--- src/rtl/meter_pkg.sv ---
// Shared widths, FSM state encoding and the shift/saturate helper for the
// meter power scheduler.
`timescale 1ns/1ps
package meter_pkg;

  localparam int unsigned V_W    = 22;
  localparam int unsigned I_W    = 22;
  localparam int unsigned P_W    = 36;
  localparam int unsigned PROD_W = 44;

  typedef enum logic [2:0] {
    StIdle   = 3'd0,
    StTrig   = 3'd1,
    StWaitHi = 3'd2,
    StWaitLo = 3'd3,
    StMult   = 3'd4,
    StSat    = 3'd5,
    StOut    = 3'd6
  } state_e;

  // Returns {saturated, power}; any bit surviving above P_W after the shift saturates.
  function automatic logic [P_W:0] sat_shift(input logic [PROD_W-1:0] prod,
                                             input int unsigned shift);
    logic [PROD_W-1:0] s;
    s = prod >> shift;
    if (|(s >> P_W)) begin
      return {1'b1, {P_W{1'b1}}};
    end
    return {1'b0, s[P_W-1:0]};
  endfunction

endpackage

--- src/rtl/seq_mult_u22.sv ---
// Unsigned 22x22->44 shift-add multiplier; one multiplier bit per clock,
// o_done pulses 22 clocks after i_start is sampled.
`timescale 1ns/1ps
module seq_mult_u22
  import meter_pkg::*;
(
  input  logic              i_clk,
  input  logic              i_rst_n,
  input  logic              i_start,
  input  logic [V_W-1:0]    i_a,
  input  logic [I_W-1:0]    i_b,
  output logic              o_done,
  output logic [PROD_W-1:0] o_prod
);

  localparam int unsigned CNT_W = $clog2(I_W);

  logic [PROD_W-1:0] r_mcand;
  logic [I_W-1:0]    r_mplier;
  logic [PROD_W-1:0] r_acc;
  logic [CNT_W-1:0]  r_cnt;
  logic              r_busy;
  logic              r_done;

  always_ff @(posedge i_clk or negedge i_rst_n) begin
    if (!i_rst_n) begin
      r_mcand  <= '0;
      r_mplier <= '0;
      r_acc    <= '0;
      r_cnt    <= '0;
      r_busy   <= 1'b0;
      r_done   <= 1'b0;
    end else begin
      r_done <= 1'b0;
      if (i_start) begin
        r_mcand  <= {{(PROD_W-V_W){1'b0}}, i_a};
        r_mplier <= i_b;
        r_acc    <= '0;
        r_cnt    <= '0;
        r_busy   <= 1'b1;
      end else if (r_busy) begin
        if (r_mplier[0]) begin
          r_acc <= r_acc + r_mcand;
        end
        r_mcand  <= r_mcand << 1;
        r_mplier <= r_mplier >> 1;
        r_cnt    <= r_cnt + 1'b1;
        if (r_cnt == CNT_W'(I_W-1)) begin
          r_busy <= 1'b0;
          r_done <= 1'b1;
        end
      end
    end
  end

  assign o_done = r_done;
  assign o_prod = r_acc;

endmodule

--- src/rtl/meter_power_sched.sv ---
// Periodically triggers the V/I meter, captures its result, computes scaled
// saturated power and offers {V,I,P} on a valid/ready interface.
`timescale 1ns/1ps
module meter_power_sched
  import meter_pkg::*;
#(
  parameter int unsigned SAMPLE_PERIOD = 1000000,
  parameter int unsigned P_SHIFT       = 8,
  parameter int unsigned BUSY_TIMEOUT  = 15
) (
  input  logic           i_clk,
  input  logic           i_rst_n,
  input  logic           i_enable,
  output logic           o_meter_start,
  input  logic           i_meter_busy,
  input  logic [V_W-1:0] i_meter_v,
  input  logic [I_W-1:0] i_meter_i,
  output logic           o_out_valid,
  input  logic           i_out_ready,
  output logic [V_W-1:0] o_out_v,
  output logic [I_W-1:0] o_out_i,
  output logic [P_W-1:0] o_out_p,
  output logic           o_p_sat,
  output logic           o_overrun,
  output logic           o_timeout_err
);

  localparam int unsigned CNT_W = $clog2(SAMPLE_PERIOD);
  localparam int unsigned TO_W  = $clog2(BUSY_TIMEOUT + 1);

  logic [CNT_W-1:0]  r_period_cnt;
  logic              w_tick;
  state_e            r_state;
  logic [TO_W-1:0]   r_to_cnt;
  logic              r_start;
  logic              r_valid;
  logic [V_W-1:0]    r_v;
  logic [I_W-1:0]    r_i;
  logic [P_W-1:0]    r_p;
  logic              r_p_sat;
  logic              r_overrun;
  logic              r_timeout;
  logic              w_mul_start;
  logic              w_mul_done;
  logic [PROD_W-1:0] w_prod;

  // Counter parks at 0 while disabled so re-enabling gives a full period.
  always_ff @(posedge i_clk or negedge i_rst_n) begin
    if (!i_rst_n) begin
      r_period_cnt <= '0;
    end else if (!i_enable) begin
      r_period_cnt <= '0;
    end else if (r_period_cnt == CNT_W'(SAMPLE_PERIOD - 1)) begin
      r_period_cnt <= '0;
    end else begin
      r_period_cnt <= r_period_cnt + 1'b1;
    end
  end

  assign w_tick = i_enable && (r_period_cnt == CNT_W'(SAMPLE_PERIOD - 1));

  // Multiplier is fed straight from the meter bus in the capture cycle.
  assign w_mul_start = (r_state == StWaitLo) && !i_meter_busy;

  seq_mult_u22 u_mult (
    .i_clk   (i_clk),
    .i_rst_n (i_rst_n),
    .i_start (w_mul_start),
    .i_a     (i_meter_v),
    .i_b     (i_meter_i),
    .o_done  (w_mul_done),
    .o_prod  (w_prod)
  );

  always_ff @(posedge i_clk or negedge i_rst_n) begin
    if (!i_rst_n) begin
      r_state   <= StIdle;
      r_to_cnt  <= '0;
      r_start   <= 1'b0;
      r_valid   <= 1'b0;
      r_v       <= '0;
      r_i       <= '0;
      r_p       <= '0;
      r_p_sat   <= 1'b0;
      r_overrun <= 1'b0;
      r_timeout <= 1'b0;
    end else begin
      r_start <= 1'b0;
      if (w_tick && (r_state != StIdle)) begin
        r_overrun <= 1'b1;
      end
      unique case (r_state)
        StIdle: begin
          if (w_tick) begin
            r_start <= 1'b1;
            r_state <= StTrig;
          end
        end
        StTrig: begin
          r_to_cnt <= '0;
          r_state  <= StWaitHi;
        end
        StWaitHi: begin
          if (i_meter_busy) begin
            r_state <= StWaitLo;
          end else if (r_to_cnt == TO_W'(BUSY_TIMEOUT - 1)) begin
            r_timeout <= 1'b1;
            r_state   <= StIdle;
          end else begin
            r_to_cnt <= r_to_cnt + 1'b1;
          end
        end
        StWaitLo: begin
          if (!i_meter_busy) begin
            r_v     <= i_meter_v;
            r_i     <= i_meter_i;
            r_state <= StMult;
          end
        end
        StMult: begin
          if (w_mul_done) begin
            r_state <= StSat;
          end
        end
        StSat: begin
          {r_p_sat, r_p} <= sat_shift(w_prod, P_SHIFT);
          r_valid        <= 1'b1;
          r_state        <= StOut;
        end
        StOut: begin
          if (i_out_ready) begin
            r_valid <= 1'b0;
            r_state <= StIdle;
          end
        end
        default: r_state <= StIdle;
      endcase
    end
  end

  assign o_meter_start = r_start;
  assign o_out_valid   = r_valid;
  assign o_out_v       = r_v;
  assign o_out_i       = r_i;
  assign o_out_p       = r_p;
  assign o_p_sat       = r_p_sat;
  assign o_overrun     = r_overrun;
  assign o_timeout_err = r_timeout;

endmodule
--- config.mk ---
export PLATFORM = sky130hd
export DESIGN_NAME = meter_power_sched
export DESIGN_NICKNAME = d
export VERILOG_FILES = /design/src/rtl/meter_pkg.sv /design/src/rtl/seq_mult_u22.sv /design/src/rtl/meter_power_sched.sv
export SDC_FILE = /design/constraint.sdc
export NUM_CORES = 1
export LEC_CHECK = 0
export BUFFER_PORTS_ARGS = -buffer_cell sky130_fd_sc_hd__buf_2
export CAP_MARGIN = 40
export CORE_MARGIN = 4
export CORE_UTILIZATION = 54
export DETAILED_ROUTE_END_ITERATION = 10
export MAX_ROUTING_LAYER = met4
export PLACE_DENSITY = 0.77
export SLEW_MARGIN = 20
export SYNTH_ARGS = -nofsm -noshare
export SYNTH_HDL_FRONTEND = slang
export SYNTH_HIERARCHICAL = 1
export SYNTH_SLANG_ARGS = --single-unit
--- constraint.sdc ---
create_clock -name i_clk -period 2.5 [get_ports i_clk]
set_input_delay 0.375 -clock i_clk [delete_from_list [all_inputs] [get_ports i_clk]]
set_output_delay 0.375 -clock i_clk [all_outputs]
set_load 0.01 [all_outputs]
Word level (Yosys, flattened, before mapping)
Index checks and enable logic that the tools add are counted.

Add/sub/neg operators: 4. Eq/ne operators: 16. Mux-type cells: 33. Bitwise operators: 1. Reductions and logical operators: 16.

Operators with widths (number): $mux W44 (5); $add A44 B44 Y44 (1); $mux W22 (2); $mux W20 (2); $mux W37 (1); $pmux W3 S7 (1); $add A20 B1 Y20 const B (1); $eq A20 B20 Y1 const B (1); $mux W3 (6); $mux W1 (10); $mux W5 (2); $ne A2 B2 Y1 const B (5); $eq A3 B3 Y1 const B (3); $mux W4 (2); $pmux W4 S2 (1); $reduce_bool A2 Y1 (4); $eq A3 B2 Y1 const B (2); $reduce_and A2 Y1 (3); $reduce_and A3 Y1 (2); $add A5 B1 Y5 const B (1); $eq A5 B5 Y1 const B (1); $reduce_and A5 Y1 (1); $add A4 B1 Y4 const B (1); $eq A4 B4 Y1 const B (1); other kinds (9) (11).

Bits in registers: 229. Input bits: 49. Output and inout port bits: 85. Word-level logic and storage cells: 87.

Depth between registers and ports, before layout
Word-level depth: 4. Gate-level depth with buffers: 11. Mapped depth without buffers: 10.

By module
The synthesis kept the hierarchy.

Modules (own cells, without submodules): seq_mult_u22 (instances 1, cells an instance 823, area each 7452.1 um2); meter_power_sched (instances 1, cells an instance 346, area each 4630.7 um2).

Least setup slack after synthesis
Ideal clock, no wire load.

Path type: register to register. From: register u_mult.r_acc[0], in the netlist u_mult/o_prod[0]. To: register u_mult.r_acc[40], in the netlist u_mult/o_prod[40]. Setup time: 0.124 ns. Arrival: 2.466 ns. Data required time: 2.376 ns. Setup slack: -0.090 ns. Cell stages (with the launch flop): 11. Period minus slack after synthesis: 2.590 ns. Cell sequence: dfrtp_1 -> ha_1 -> fa_1 -> a21o_1 -> a31oi_2 -> o221a_4 -> nor4b_4 -> o31ai_4 -> a221oi_2 -> or4_1 -> nand3_1.

Word-level cells in the longest chain between the ends: 4.

RTL lines: start, declared (line seq_mult_u22.sv:20) `logic [PROD_W-1:0] r_acc;`; start signal, assigned (line seq_mult_u22.sv:43) `r_acc <= r_acc + r_mcand;`; $add A44 B44 Y44 (line seq_mult_u22.sv:43); $mux W44 (line seq_mult_u22.sv:42) `if (r_mplier[0]) begin`; $mux W44 (line seq_mult_u22.sv:41) `end else if (r_busy) begin`; $mux W44 (line seq_mult_u22.sv:35) `if (i_start) begin`.

No other way between the ends. The select of a mux whose other input is x is not followed. A chain may end at the register's enable or synchronous reset.

Worst setup path in the final report
From: register u_mult.r_acc[18], in the netlist u_mult/o_prod[18]. To: register u_mult.r_acc[35], in the netlist u_mult/o_prod[35].

The elaborated chain is that of the path after synthesis.

==> flow_summary.json <==
{
  "status": "finished, violations left",
  "failed_checks": "setup timing",
  "fin_util": 0.697,
  "start_util": 0.552,
  "r2r-start": "u_mult/o_prod[18]",
  "synth-async-reset-ratio": 1.00,
  "r2r-end": "u_mult/o_prod[35]",
  "finClkSkew_ns": 0.0102,
  "hold_viol_final": 0,
  "cts-root-buf": "clkbuf_16",
  "grt_pass1_vias": 9792,
  "hold_end": "u_mult/r_mplier[19]",
  "min_path_type": "primary input to flop",
  "cp_max_fo": 5,
  "via_per_inst": 5.78,
  "syn-num-nets": 1267,
  "crit_type": "flop to flop",
  "antenna_found_initial": 0,
  "drc": 0,
  "r2r_slack_ns": -0.11,
  "wl_per_cell_um": 17.5,
  "firstDrtPassIters": 5,
  "synth_ff_type": "dfrtp_1",
  "drt-initial-drc-count": 575,
  "cap_viol_max_count": 0,
  "worst_pin_slew_ns": 0.622,
  "synth.area.top_cells": "dfrtp_1, mux2_2, mux2i_1",
  "slowest_stage": "dfrtp_1",
  "synth_top_area_share": 0.472,
  "core-area_um2": 21900,
  "report.power.total_mw": 7.91,
  "worst_setup_path_end_kind": "flop",
  "ys_types": 81,
  "drt_wl_total_um": 29600,
  "max-vdd-ir-drop_uv": 479,
  "htreeDepth": 1,
  "grt_use_met2": 0.391,
  "grt-busiest-layer": "met2",
  "dp_hpwl_um": 20500,
  "die_area_um2": 24800,
  "maxSlewViolCount": 0,
  "max_slew_margin": 0.584,
  "areaGrowthSynthToFinish_pct": 26.2,
  "synth-seq-area-share": 0.472,
  "max_freq_mhz": 383,
  "cpLargestDelayFamily": "compound AO/OA/AOI/OAI gates",
  "synth_warnings": 6,
  "synth_top_area_cell": "dfrtp_1",
  "holdPathStages": 3,
  "drive_gt1_frac": 0.326,
  "clk_pin_slew_ns": 0.06,
  "synth_edf_count": 0,
  "fp.dieW_um": 158,
  "syn-instance-count": 1169,
  "syn_area_per_cell_um2": 10.3,
  "netlist_top_cells_count": "dfrtp_1, nand2_1, o21ai_0, mux2_2, nor2_1",
  "grt.met1_usage": 0.331,
  "cts_made_buffers": 25,
  "cp.buffers_inverters": 0,
  "place.gp.congestion": 0.925,
  "cp.arrival_ns": 3.03,
  "insertion_delay_ns": 0.52,
  "setup_ws_ns": -0.111,
  "setup-violations-final": 10,
  "worstRegToRegCells": 9,
  "grtUsageTotal": 0.242,
  "ant_nets": 0,
  "grt_start_max_net_pins": 76,
  "power_density_nw_per_um2": 519,
  "crit_chain": "ha_4 > a21o_1 > a311o_1 > a221oi_2 > nand2_1 > o21ai_4 > a21oi_2 > or3_1 > a32o_1",
  "fin_nets": 1495,
  "ctsLongestPathBuffers": 3,
  "cts_tree": "yes",
  "min_from": "i_meter_i[19]",
  "p_leak_nw": 7.05,
  "rows": 54,
  "syn_area_um2": 12100,
  "grt_setup_unrepaired": "yes",
  "grt_pass1_wl_um": 48600,
  "cpPeakStageDelay_ns": 0.41,
  "crit_required_ns": 2.91,
  "io_buffers": 132,
  "fin_crit_ns": 2.61,
  "yosys.cell_count.top_type": "dfrtp_1",
  "fin_crit_sh": 1.04,
  "fp.dieH_um": 158,
  "gr-total-overflow": 0,
  "vias": 9779,
  "worst_hold_slack_ns": 0.0766,
  "cts.sinks": 228,
  "diodes": 0,
  "num_io_pins": 134,
  "place_worst_setup_slack_ns": -0.217,
  "final.setup.tns_ns": -0.626,
  "worstSetupStartpointType": "flop",
  "grt_util_met3": 0.0347,
  "ys_ff_latch": 228
}
stage by stage:
step                      area, um2  instances
after global placement        13900       1632
after floorplan               12100       1169
after CTS                     14900       1683
after global routing          15200       1692
final                         15200       1692
after detailed placement      13900       1632
timing repair:
action,in CTS,in global routing
pin swaps,18,27
setup endpoints to repair,21,24
hold endpoints to repair,55,0
gates resized for setup,18,50
buffers inserted,8,9
hold buffers,1,0
final cells by class:
type | count | area, um2
Clock buffer | 32 | 692
Clock inverter | 10 | 209
Fill cell | 1613 | 6640
Inverter | 17 | 63.8
Multi-Input combinational cell | 856 | 6430
Sequential cell | 228 | 5710
Tap cell | 280 | 350
Timing Repair Buffer | 269 | 1800
tightest hold or removal path: cells and delay by family:
kind / cells / cell delay, ns
AO/OA/AOI/OAI: 1 / 0.05
AND/OR/NAND/NOR: 1 / 0.04
buffers and inverters: 1 / 0.09
placed cells by master (no fill, tap or decap), types with 9 or more instances in the layout:
| cell type | Yosys | layout |
|---|---|---|
| o21ai_0 | 100 | 94 |
| xnor2_1 | 27 | 25 |
| nand3_1 | 30 | 29 |
| nor2_1 | 71 | 68 |
| dfrtp_1 | 228 | 227 |
| xor2_1 | 22 | 22 |
| nand2_1 | 140 | 139 |
| a21o_1 | 25 | 25 |
| ha_1 | 48 | 30 |
| mux2i_1 | 65 | 65 |
| nor4_1 | 9 | 9 |
| nor3_1 | 11 | 10 |
| a21oi_2 | 0 | 9 |
| ha_4 | 0 | 14 |
| inv_1 | 17 | 17 |
| a21oi_1 | 56 | 45 |
| o21a_1 | 10 | 10 |
| buf_2 | 15 | 131 |
| buf_4 | 1 | 127 |
| mux2_2 | 80 | 80 |
| nand4_1 | 21 | 21 |
| clkbuf_16 | 0 | 25 |
routing by layer:
layer | share of wire | routed length, um | vias up
li1 | - | - | 4662
met1 | 0.44 | 13100 | 4798
met2 | 0.49 | 14600 | 269
met3 | 0.049 | 1450 | 50
met4 | 0.015 | 439 | 0
met5 | 0 | 0 | -
where the power goes:
part	internal, mW	switching (mW)	leakage (nW)	total (mW)
Clock	2.56	1.49	0.434	4.05
Sequential	3.69	0.00513	2.92	3.70
Combinational	0.0451	0.107	3.70	0.152
Total	6.30	1.61	7.05	7.91
worst max-delay path by stage:
stage                       from           endpoint  slack, ns  cells past startpoint
2_1_floorplan  u_mult/o_prod[18]  u_mult/o_prod[35]     -0.006                     10
3_3_place_gp    u_mult/o_prod[0]  u_mult/o_prod[40]      -0.13                     10
3_5_place_dp    u_mult/o_prod[0]  u_mult/o_prod[40]      -0.22                     10
4_1_cts         u_mult/o_prod[0]  u_mult/o_prod[40]      -0.11                     10
5_1_grt         u_mult/o_prod[0]  u_mult/o_prod[40]      -0.26                     10
6_report       u_mult/o_prod[18]  u_mult/o_prod[35]      -0.11                      9
logic make-up (layout without fill, tap and decap cells):
| group | count (synthesis) | count (layout) | share of synthesized area |
|---|---|---|---|
| AO/OA/AOI/OAI | 269 | 269 | 0.147 |
| XOR/XNOR | 49 | 49 | 0.0355 |
| adder cells (fa/ha/maj) | 49 | 49 | 0.0514 |
| buffers and inverters | 85 | 328 | 0.0283 |
| flip-flops | 228 | 228 | 0.472 |
| multiplexers | 145 | 145 | 0.128 |
| other | 1 | 1 | 0.000310 |
| AND/OR/NAND/NOR | 343 | 343 | 0.137 |
registers in the layout, indices dropped and copies added, names as in the netlist, 4 cells and up:
register,count
o_out_i,22
o_out_p,36
o_out_v,22
r_period_cnt,20
r_to_cnt,4
u_mult/o_prod,44
u_mult/r_cnt,5
u_mult/r_mcand,44
u_mult/r_mplier,22
Note: power is estimated with default switching activity, not from simulation.
